--- config.mk ---
export PLATFORM = sky130hd
export DESIGN_NAME = door_system
export DESIGN_NICKNAME = d
export VERILOG_FILES = /design/src/rtl/door_system.sv
export SDC_FILE = /design/constraint.sdc
export NUM_CORES = 1
export LEC_CHECK = 0
export CAP_MARGIN = 20
export CORE_MARGIN = 2
export CORE_UTILIZATION = 45
export DETAILED_ROUTE_END_ITERATION = 12
export DONT_BUFFER_PORTS = 1
export PLACE_DENSITY = 0.69
export SLEW_MARGIN = 10
export SYNTH_ARGS = -nofsm -noshare
export SYNTH_HDL_FRONTEND = slang
export SYNTH_SLANG_ARGS = --single-unit
--- constraint.sdc ---
create_clock -name clk -period 2.75 [get_ports clk]
set_input_delay 0.275 -clock clk [delete_from_list [all_inputs] [get_ports clk]]
set_output_delay 0.275 -clock clk [all_outputs]
set_load 0.01 [all_outputs]
--- src/rtl/door_system.sv ---
// Single-door access controller: card-gated entry, tailgate stop, card timeout and LED drive.
// Optional macro DOOR_SYSTEM_BLINK_EN makes RED_LED blink in DENIED and STOP.
module door_system #(
    parameter int WAIT_CYCLES = 64,
    parameter int DENY_CYCLES = 32,
    parameter int BLINK_HALF  = 4
) (
    input  logic       clk,
    input  logic       reset,
    input  logic       sensor_entrance,
    input  logic       sensor_exit,
    input  logic       card_valid,
    output logic       GREEN_LED,
    output logic       RED_LED,
    output logic       door_status,
    output logic [2:0] fsm_state
);

    typedef enum logic [2:0] {
        IDLE      = 3'd0,
        WAIT_CARD = 3'd1,
        OPEN      = 3'd2,
        DENIED    = 3'd3,
        STOP      = 3'd4
    } state_t;

    localparam int MAX_WD = (WAIT_CYCLES > DENY_CYCLES) ? WAIT_CYCLES : DENY_CYCLES;
    localparam int MAX_ALL = (MAX_WD > 2 * BLINK_HALF) ? MAX_WD : 2 * BLINK_HALF;
    localparam int CW = (MAX_ALL > 1) ? $clog2(MAX_ALL) : 1;
    localparam logic [CW-1:0] WAIT_LAST = CW'(WAIT_CYCLES - 1);
    localparam logic [CW-1:0] DENY_LAST = CW'(DENY_CYCLES - 1);

    state_t        state_q, next_state;
    logic [CW-1:0] cnt_q, cnt_d;
    logic          green_d, red_d, door_d;
    logic          alarm_red;

    assign fsm_state = state_q;

    always_comb begin
        next_state = state_q;
        cnt_d      = cnt_q;
        case (state_q)
            IDLE: begin
                if (sensor_entrance) next_state = WAIT_CARD;
            end
            WAIT_CARD: begin
                if (!sensor_entrance)        next_state = IDLE;
                else if (card_valid)         next_state = OPEN;
                else if (cnt_q == WAIT_LAST) next_state = DENIED;
                else                         cnt_d = cnt_q + 1'b1;
            end
            OPEN: begin
                if (sensor_exit && sensor_entrance) next_state = STOP;
                else if (sensor_exit)               next_state = IDLE;
            end
            DENIED: begin
                if (cnt_q == DENY_LAST) next_state = sensor_entrance ? WAIT_CARD : IDLE;
                else                    cnt_d = cnt_q + 1'b1;
            end
            STOP: begin
                if (!sensor_entrance && !sensor_exit) next_state = IDLE;
                else if (card_valid)                  next_state = OPEN;
            end
            default: next_state = IDLE;
        endcase
        // Every state change restarts the dwell counter.
        if (next_state != state_q) cnt_d = '0;
    end

`ifdef DOOR_SYSTEM_BLINK_EN
    localparam logic [CW-1:0] BLINK_LAST = CW'(BLINK_HALF - 1);
    logic [CW-1:0] blink_q, blink_d;

    // Blink phase restarts lit on entry and toggles after each BLINK_HALF cycles.
    always_comb begin
        if (next_state != state_q) begin
            blink_d   = '0;
            alarm_red = 1'b1;
        end else if (blink_q == BLINK_LAST) begin
            blink_d   = '0;
            alarm_red = ~RED_LED;
        end else begin
            blink_d   = blink_q + 1'b1;
            alarm_red = RED_LED;
        end
    end

    always_ff @(posedge clk or negedge reset) begin
        if (!reset) blink_q <= '0;
        else        blink_q <= blink_d;
    end
`else
    assign alarm_red = 1'b1;
`endif

    // Outputs are decoded from the next state so they register on the same edge as the state.
    always_comb begin
        door_d  = 1'b0;
        green_d = 1'b0;
        red_d   = 1'b0;
        case (next_state)
            WAIT_CARD: red_d = 1'b1;
            OPEN: begin
                door_d  = 1'b1;
                green_d = 1'b1;
            end
            DENIED, STOP: red_d = alarm_red;
            default: ;
        endcase
    end

    always_ff @(posedge clk or negedge reset) begin
        if (!reset) begin
            state_q     <= IDLE;
            cnt_q       <= '0;
            door_status <= 1'b0;
            GREEN_LED   <= 1'b0;
            RED_LED     <= 1'b0;
        end else begin
            state_q     <= next_state;
            cnt_q       <= cnt_d;
            door_status <= door_d;
            GREEN_LED   <= green_d;
            RED_LED     <= red_d;
        end
    end

endmodule

# == Yosys cells after proc, flatten, opt, wreduce, memory -nomap -nowiden ==
# Cells that the tools add are included.
# word_totals
regBits,11
inputBits,5
output_inout_bits,6
word_cells,47
# classes
add_sub_neg,1
eq_ne,15
muxes,19
n_reduce_logical,8
# op_table
operator,n
$mux W6,5
$mux W3,9
$pmux W3 S5,1
$eq A3 B2 Y1 const B,4
$ne A3 B3 Y1 const B,4
$pmux W6 S2,1
$add A6 B1 Y6 const B,1
$eq A3 B1 Y1 const B,2
$eq A3 B3 Y1 const B,2
$eq A6 B5 Y1 const B,1
$eq A6 B6 Y1 const B,1
$reduce_and A5 Y1,1
$logic_not A3 Y1,1
$mux W1,3
$ne A3 B3 Y1,1
$reduce_bool A3 Y1,1
$reduce_or A3 Y1,1
$logic_and A1 B1 Y1,2
$logic_not A1 Y1,2

# == Longest topological paths before layout ==
# Gate-level depths: netlist of run 1.
# depth
depth_word,8
depth_mapped,6
ltp_nobuf,6

# == Worst setup path after synthesis of run 1 ==
# Ideal clock, no wire load.
# synth_path
kind,register to register
start,register cnt_q[0]
end,register cnt_q[0]
setup_time_ps,135
t_arrival_ps,1734
required_ps,2615
path_slack_ps,881
stages_incl_launch_ff,7
path_cell_list,dfrtp_1 -> ha_1 -> and3_2 -> a21o_1 -> a211oi_2 -> mux2i_1 -> nor2_1
# synth_between
elab_chain_len,8
# synth_rtl
item,line_no,rtl
from (decl),34,"logic [CW-1:0] cnt_q, cnt_d;"
from (signal assigned),122,cnt_q <= cnt_d;
$eq A6 B6 Y1,50,else if (cnt_q == WAIT_LAST) next_state = DENIED;
$mux W3,50,
$mux W3,49,else if (card_valid) next_state = OPEN;
$mux W3,48,if (!sensor_entrance) next_state = IDLE;
$pmux W3 S5,43,case (state_q)
$ne A3 B3 Y1,68,if (next_state != state_q) cnt_d = '0;
$ne A3 B3 Y1 (no source line) or $reduce_bool A3 Y1 (tied branches),--,
$reduce_and A5 Y1 (no source line),--,
# Several ways; a longest one is shown, not always the timed one. The select of a mux whose other input is x is not followed.
# A chain may end at the register's enable or synchronous reset.

# == Final worst setup path of run 1 ==
# layout_path
start,register cnt_q[0]
end,register cnt_q[1]
# The elaborated chain is that of the path after synthesis.

==> impl_results.md, run 1 <==
- Outcome: finished, final reports clean
- GRT overflow: 0
- Chip width: 43.1 µm
- Placement Rows: 14
- Area used by multi-input combinational logic: about 380 µm²
- Crit Path Max Fanout: 6
- Crit path launch type: flip-flop
- Post_cts resized: 0
- DP Cell Count: 83
- Clk_lat worst skew: 0.26 ns
- Number of failing hold endpoints at the final stage: 0
- Core ar.: about 1500 µm²
- Final worst-path cycle share: roughly three quarters
- Met3 wire length: 64 µm
- Peak supply drop: around 0.46 mV
- Fill count: between 100 and 150
- Nets: 79
- DR WL met2: 621 µm
- Drc violations: 0
- Initial antenna violation count: 0
- Postcts setup bufs: 0
- HPWL Detailed: 949 µm
- Initial DRC count: 8
- Longest Clk Path Bufs: 2
- RSZ-0062 raised after global routing: no
- Vias per cell: 5.98
- Power density over cell area: 779 nW/µm²
- Leakage: 0.303 nW
- DR top layer: met3
- Area grow syn2layout: 4.36%
- Starting Density: between 40% and 50%
- Clk slew on worst S/H paths: 0.07 ns
- Synthesized area: 688 µm²
- Die area: between 1500 and 2000 µm²
- FMAX: about 480 MHz
- Post-layout util: about half
- Worst Path Arrival: about 2.2 ns
- Largest net degree at the start of global routing: 13
- Non-Filler Instances: 88
- Sequential share of the synthesized area: between 40% and 50%
- IO Pins: 11
- H-tree depth: 1
- Critical path data required time: roughly 2.9 ns
- ANT nets after route: 0
- Worst rel slew slack: between 60% and 70%
- Total vias in the final route: ~530
- Antenna diodes: 0
- DR WL/cell: 13.8 µm
- Synth Register Bits: 11
- Min-Delay Path Class: in -> reg
- Minimum clock period: approximately 2.1 ns
- Root Driver: clkbuf_4
- Vias in the first global route: between 500 and 600
- Async S/R FF share, synth: between 90% and 100%
- Clock skew: roughly 0.0066 ns
- Routability-driven placement congestion ratio: roughly 0.85
- YS warnings: 0
- Fraction of layout cells with a size suffix above 1: between 15 and 20%
- CTS tree: yes
- CP Capture Type: flip-flop
- Initial DRT Pass Iterations: 4
- Final setup viols: 0
- Tot GR Track Use: 15.1%
- Number of synthesized flops with an enable pin: 0
- Post-synthesis cell type count: 34
- Avg Inst Size Synth: 9.83 µm²
- Met1 WL: about 520 µm
- Die height: between 40 and 50 µm
- Synth Flop Type: dfrtp_1
- Port bufs: 0
- Routed wire length: 1.21 mm
- Register Area: 275 µm²
- Syn_nets: 76
- Total negative setup slack: 0 ns
- WS Path Type: reg -> reg
- Cells after Synth: 70
- Fin. max-slew vios: 0
- Clock sink count: 11
- Clock buffer count from CTS: 3
- Max-Cap Viols: 0
- First-pass GRT wire length: between 2 and 2.5 mm
- Worst-Margin Slew: between 0.5 and 0.6 ns
==> kinds of logic (layout without fill, tap and decap cells) <==
| group | after synthesis | in the layout | synth area share, % |
|---|---|---|---|
| AOI/OAI and AO/OA | 17 | 17 | 19.1 |
| xor gates and xnor gates | 2 | 2 | 2.55 |
| adders and majority gates | 1 | 1 | 1.82 |
| buffers and inverters | 6 | 8 | 5.45 |
| DFF | 11 | 11 | 40.0 |
| muxes | 2 | 2 | 2.91 |
| and+or+nand+nor | 31 | 31 | 28.2 |
==> sequential cells by signal (all words and copies together), names as in the netlist <==
name         cells
cnt_q            6
RED_LED          1
fsm_state        3
door_status      1
==> placed cells by master, fill, tap and decap left out, types with 2 or more instances in the layout <==
cell type  instances
xor2_1             2
inv_1              3
a21oi_1            5
nand2_1            5
o31ai_1            2
mux2i_1            2
nand4bb_1          2
dfrtp_1           11
a211oi_2           2
or3_1              2
nor2_1             6
clkbuf_4           3
nor3_1             2
o21ai_0            4
==> worst max-delay path: stages, from the launching register on <==
cell	delay, ns
dfrtp_1	0.42
ha_1	0.26
and3_2	0.20
a21o_1	0.19
a211oi_2	0.30
mux2i_1	0.51
nor2_1	0.10
==> cell usage after synthesis (2+ instances only) <==
cell type,number,area share [%]
dfrtp_1,11,40
nor2_1,6,3.3
a21oi_1,5,3.6
nand2_1,5,2.7
o21ai_0,4,2.9
inv_1,3,1.6
a211oi_2,2,3.6
buf_4,2,2.2
mux2i_1,2,2.9
nand4bb_1,2,3.3
nor3_1,2,1.5
o31ai_1,2,2.2
or3_1,2,1.8
xor2_1,2,2.5
==> cell type report <==
type | instances | share of cell area (%)
flip-flops and latches | 11 | 38.3
multi-input cells | 53 | 52.3
clock buffers | 4 | 3.66
inverters | 3 | 1.57
well taps | 16 | 2.79
repair buffers | 1 | 1.39
==> report_power, final <==
part           total (mW)  internal [mW]  switching, mW
Combinational       0.180         0.0878         0.0927
Sequential          0.274          0.199         0.0755
Clock               0.105         0.0560         0.0493
Total               0.560          0.342          0.217
==> routing by layer <==
metal / vias to the layer above / global-route usage (%)
met5: - / 0
met4: 0 / 1.82
met3: 0 / 7.66
met2: 11 / 26.6
met1: 255 / 16.5
li1: 260 / -
==> through the flow <==
stage | setup WS [ns] | power [mW] | area, µm² | hold WS, ns
finish | 0.645 | 0.560 | 718 | 0.168
global route | 0.500 | 0.609 | 718 | 0.157
CTS | 0.634 | 0.566 | 718 | 0.162
detailed placement | 0.646 | 0.455 | 682 | -0.0204
global placement | 0.729 | 0.452 | 682 | -0.0203
floorplan | 0.881 | 0.448 | 688 | -0.0206
==> timing repair <==
action / in CTS / in global routing
endpoints found under the setup margin: 0 / 0
hold buffers: 1 / 0
hold endpoints to repair: 11 / 0
==> final timing paths <==
path	start	endpoint	cells after the start	slack, ns
setup / recovery	cnt_q[0]$_DFFE_PN0P_	cnt_q[1]$_DFFE_PN0P_	6	0.65
hold / removal	sensor_entrance	fsm_state[2]$_DFF_PN0_	2	0.17
setup reg to reg	cnt_q[0]$_DFFE_PN0P_	cnt_q[1]$_DFFE_PN0P_	6	0.65
hold reg to reg	cnt_q[3]$_DFFE_PN0P_	cnt_q[3]$_DFFE_PN0P_	2	0.59
max in group asynchronous	reset	cnt_q[5]$_DFFE_PN0P_	1	2.01
min in group asynchronous	reset	fsm_state[1]$_DFF_PN0_	1	0.41
(Power assumes the default switching activity.)
==> inputs of run 2 (changes only) <==
clock period = 2 ns   (was 2.75 ns; I/O delays follow)
==> impl_results.md, run 2 (synthesis results as in run 1) <==
- Fin. max-slew vios: 0
- Tot Pwr: roughly 900 µW
- GR Util met3: 6.38%
- Pre-CTS WS: 0.0778 ns
- IO Pins: 11
- Clock sink count: 11
- Initial DRC count: 14
- Leakage: about 0.34 nW
- Initial antenna violation count: 0
- WHS Path Cells: 2
- Port bufs: 0
- Met2 track utilization from global routing: between 20% and 30%
- Fraction of layout cells with a size suffix above 1: 26.6%
- DR WL/cell: between 10 and 15 µm
- Final worst-path cycle share: between 90% and 100%
- Most frequent cells in the layout: dfrtp_1 (11), buf_4 (7), nor2_1 (6)
- Core ar.: 1470 µm²
- Drc violations: 0
- Number of failing hold endpoints at the final stage: 0
- R2R cell count: 6
- Max-Cap Viols: 0
- Min-Delay Path Class: in -> reg
- Final Cell Area: around 810 µm²
- Worst rel slew slack: 65.9%
- GRT overflow: 0
- Outcome: finished, final reports clean
- Vias per cell: 6.03
- Power density over cell area: between 1000 and 1500 nW/µm²
- Fin Hold WS: 0.0838 ns
- Crit path launch type: flip-flop
- Tot GR Track Use: approximately 17%
- Post-layout util: 54.8%
- Non-Filler Instances: 95
- Worst Path Arrival: about 2.1 ns
- GR peak layer: met2
- H-tree depth: 1
- Worst-Margin Slew: about 0.5 ns
- Peak supply drop: roughly 0.54 mV
- Fill count: between 100 and 150
- Total vias in the final route: between 500 and 600
- Placement Rows: 14
- Routability-driven placement congestion ratio: ~0.76
- Clk_lat worst skew: 0.28 ns
- ANT nets after route: 0
- Area grow syn2layout: 17.1%
- Clock buffer count from CTS: 3
- Placed Area: between 700 and 800 µm²
- Root Driver: clkbuf_4
- Largest net degree at the start of global routing: 12
- Met1 usage: approximately 22%
- Clock skew: 0.00824 ns
- Chip width: between 40 and 50 µm
- Minimum clock period: roughly 1.9 ns
- Crit Path Max Fanout: 8
- Total negative setup slack: 0 ns
- Routed wire length: roughly 1.4 mm
- First-pass GRT wire length: 2.28 mm
- DP Cell Count: 88
- Vias in the first global route: 530
- HPWL Detailed: approximately 980 µm
- Die height: 43.1 µm
- Antenna diodes: 0
- Register Area: 275 µm²
- Final setup viols: 0
- Commonest non-fill, non-tap cell in the layout: dfrtp_1
- Initial DRT Pass Iterations: 4
- FMAX: about 530 MHz
- Max reg flops: 6
- Clk slew on worst S/H paths: around 0.070 ns
- Nets: between 80 and 90
- CP Capture Type: flip-flop
- Critical path data required time: 2.20 ns
- Area used by multi-input combinational logic: 410 µm²
- Longest Clk Path Bufs: 2
- Final setup margin: about 0.11 ns
- Die area: around 1900 µm²
- WS Path Type: reg -> reg
- Top reg by flops: cnt_q
- CTS tree: yes
- Starting Density: 46.8%
[run 2: changes by cell type in the layout (fill, tap and decap cells not counted)]
cell and change:
buf_4 +7, nand4bb_4 +1, ha_1 -1, nor2_4 +1, nand4bb_1 -1, a211oi_2 -1, a211oi_4 +1, nor2_2 -1
a21oi_1 -1, a21oi_2 +1, ha_2 +1
[run 2: report_power, final]
group | switching [mW] | leakage, nW | internal (mW)
registers | 0.0864 | 0.148 | 0.273
logic | 0.184 | 0.177 | 0.211
clock network | 0.0774 | 0.0150 | 0.0774
[run 2: worst paths after layout]
kind	start	end	slack [ns]
worst min-delay path	sensor_entrance	fsm_state[2]$_DFF_PN0_	0.08
max in group asynchronous	reset	cnt_q[4]$_DFFE_PN0P_	1.36
min in group asynchronous	reset	RED_LED$_DFF_PN0_	0.31
worst max-delay path	cnt_q[1]$_DFFE_PN0P_	cnt_q[5]$_DFFE_PN0P_	0.11
worst max register to register	cnt_q[1]$_DFFE_PN0P_	cnt_q[5]$_DFFE_PN0P_	0.11
worst min register to register	cnt_q[3]$_DFFE_PN0P_	cnt_q[3]$_DFFE_PN0P_	0.58
[run 2: worst max-delay path: stages, from the launching register on]
cell and delay, ns:
dfrtp_1 0.42, ha_2 0.21, and3_2 0.21, a211oi_4 0.26, nor2_4 0.09, or4_1 0.49, a21oi_2 0.14
[run 2: cell type report]
type	count	area share, %
multi-input combinational	53	50.9
sequential	11	34.2
timing repair buffer	8	7.76
clock buffer	4	3.26
tap	16	2.48
inverter	3	1.40
[run 2: layer usage]
layer / part of all wire, % / vias to the layer above
li1: - / 276
met1: 45 / 276
met2: 48 / 17
met3: 5.3 / 4
met4: 2.1 / 0
met5: 0 / -
[run 2: repair_timing]
action / CTS / global route
hold buffers: 1 / 0
buffers inserted: 0 / 2
endpoints found under the hold margin: 11 / 0
resized for setup: 0 / 5
endpoints found under the setup margin: 0 / 2
==> inputs of run 3 (changes only) <==
CELL_PAD_IN_SITES_DETAIL_PLACEMENT = 0   (was default)
CELL_PAD_IN_SITES_GLOBAL_PLACEMENT = 1   (was default)
CTS_CLUSTER_DIAMETER = 40   (was default)
PLACE_DENSITY = 0.83   (was 0.69)
==> impl_results.md, run 3 (synthesis results as in run 1) <==
- HPWL Detailed: about 940 µm
- Commonest non-fill, non-tap cell in the layout: dfrtp_1
- Worst rel slew slack: 68.6%
- R2R setup slack: between 0.1 and 0.15 ns
- Initial DRC count: 7
- Core ar.: approximately 1500 µm²
- WS Path Type: reg -> reg
- DR WL/cell: approximately 13 µm
- H-tree depth: 1
- Die area: about 1900 µm²
- Minimum clock period: roughly 1.9 ns
- Vias per cell: 5.86
- Hold Startpoint: sensor_entrance
- Clock sink count: 11
- Postcts setup bufs: 0
- Worst Path Arrival: roughly 2.1 ns
- Worst-Margin Slew: 0.459 ns
- Outcome: finished, final reports clean
- Vias in the first global route: 530
- Fin. max-slew vios: 0
- Crit path launch type: flip-flop
- Clk_lat worst skew: ~0.26 ns
- Chip width: ~43 µm
- Starting Density: 46.8%
- R2R cell count: 6
- Slowest stage delay, CP: ~0.47 ns
- Final Cell Area: just under 800 µm²
- CTS tree: yes
- Min-Delay Path Class: in -> reg
- Clk slew on worst S/H paths: 0.06 ns
- Final setup viols: 0
- Final worst-path cycle share: between 90% and 100%
- Worst flop-to-flop path endpoint: cnt_q[5]$_DFFE_PN0P_
- Port bufs: 0
- Crit path cell chain: ha_2 > and3_2 > a211oi_4 > nor2_4 > or4_1 > a21oi_1
- Longest Clk Path Bufs: 2
- Total vias in the final route: 545
- Area grow syn2layout: 12.0%
- GRT overflow: 0
- Root Driver: clkbuf_4
- Max-Cap Viols: 0
- Initial DRT Pass Iterations: 4
- Leakage: roughly 0.33 nW
- IO Pins: 11
- Reg2reg start: cnt_q[1]$_DFFE_PN0P_
- Hold Path Sink: fsm_state[2]$_DFF_PN0_
- Crit Path Max Fanout: 8
- Placed Area: between 700 and 800 µm²
- Fraction of layout cells with a size suffix above 1: between 20 and 25%
- Peak supply drop: around 0.62 mV
- Top reg by flops: cnt_q
- Routability-driven placement congestion ratio: approximately 0.76
- First-pass GRT wire length: ~2.2 mm
- CP Capture Type: flip-flop
- Die height: 43.1 µm
- Placement Rows: 14
- Clock skew: ~0.0058 ns
- Drc violations: 0
- Antenna diodes: 0
- Power density over cell area: 1100 nW/µm²
- FMAX: 534 MHz
- Nets: 84
- Clock buffer count from CTS: 3
- Worst path slowest cell: or4_1
- Most frequent cells in the layout: dfrtp_1 (11), nor2_1 (6), nand2_1 (5), a21oi_1 (5), buf_4 (5)
- Critical path data required time: 2.19 ns
- Initial antenna violation count: 0
- Routed wire length: between 1 and 1.5 mm
- WHS Path Cells: 2
- Number of failing hold endpoints at the final stage: 0
- Largest net degree at the start of global routing: 12
- Max reg flops: 6
- ANT nets after route: 0
- Tot GR Track Use: between 15 and 20%
- Total negative setup slack: 0 ns
- RSZ-0062 raised after global routing: no
-- run 3: cell count changes in the layout (fill, tap and decap cells not counted) --
cell	change
a21oi_1	+1
buf_4	-2
nand4bb_4	-1
nand4bb_1	+1
a21oi_2	-1
-- run 3: final cells by class --
class                   instances  area (µm²)
clock buffers                   4        26.3
fillers                       147         701
inverters                       3        11.3
multi-input cells              53         390
flip-flops and latches         11         275
well taps                      16        20.0
repair buffers                  6        47.5
-- run 3: metrics by stage --
step	setup WS [ns]	total power [mW]	instances	hold slack, ns	utilization [%]
5_1_grt	0.00510	0.930	93	0.0805	52.4
4_1_cts	0.0517	0.849	93	0.0793	51.4
6_report	0.128	0.849	93	0.0828	52.4
3_5_place_dp	0.0896	0.695	88	-0.0953	48.9
3_3_place_gp	0.135	0.689	88	-0.0954	48.9
2_1_floorplan	0.131	0.616	70	-0.0956	-
-- run 3: per-layer routing --
layer	wire, µm	vias up	global-route usage (%)
met5	0	-	0
met2	589	19	25.4
met4	0	0	3.64
met1	531	258	19.8
met3	102	0	8.09
li1	-	268	-
-- run 3: worst max path at each step --
stage	start	endpoint	slack (ns)	depth (start not counted)
2_1_floorplan	cnt_q[0]$_DFFE_PN0P_	cnt_q[0]$_DFFE_PN0P_	0.13	6
3_3_place_gp	cnt_q[0]$_DFFE_PN0P_	cnt_q[5]$_DFFE_PN0P_	0.14	6
3_5_place_dp	cnt_q[0]$_DFFE_PN0P_	cnt_q[5]$_DFFE_PN0P_	0.09	6
4_1_cts	cnt_q[0]$_DFFE_PN0P_	cnt_q[5]$_DFFE_PN0P_	0.05	6
5_1_grt	cnt_q[0]$_DFFE_PN0P_	cnt_q[5]$_DFFE_PN0P_	0.005	7
6_report	cnt_q[1]$_DFFE_PN0P_	cnt_q[5]$_DFFE_PN0P_	0.13	6
-- run 3: power breakdown --
| group | total (mW) | internal [mW] | switching [mW] |
|---|---|---|---|
| registers | 0.346 | 0.274 | 0.0721 |
| clock network | 0.142 | 0.0769 | 0.0649 |
| logic | 0.361 | 0.182 | 0.179 |
-- run 3: worst max-delay path, delay by kind of cell, from the launching register on --
family | cells | cell delay [ns]
DFF | 1 | 0.41
AOI/OAI and AO/OA | 2 | 0.41
and+or+nand+nor | 3 | 0.76
adders and majority gates | 1 | 0.22
-- run 3: repair_timing --
action | CTS | global route
resized for setup | 0 | 3
setup endpoints to repair | 0 | 4
hold buffers | 1 | 0
endpoints found under the hold margin | 11 | 0
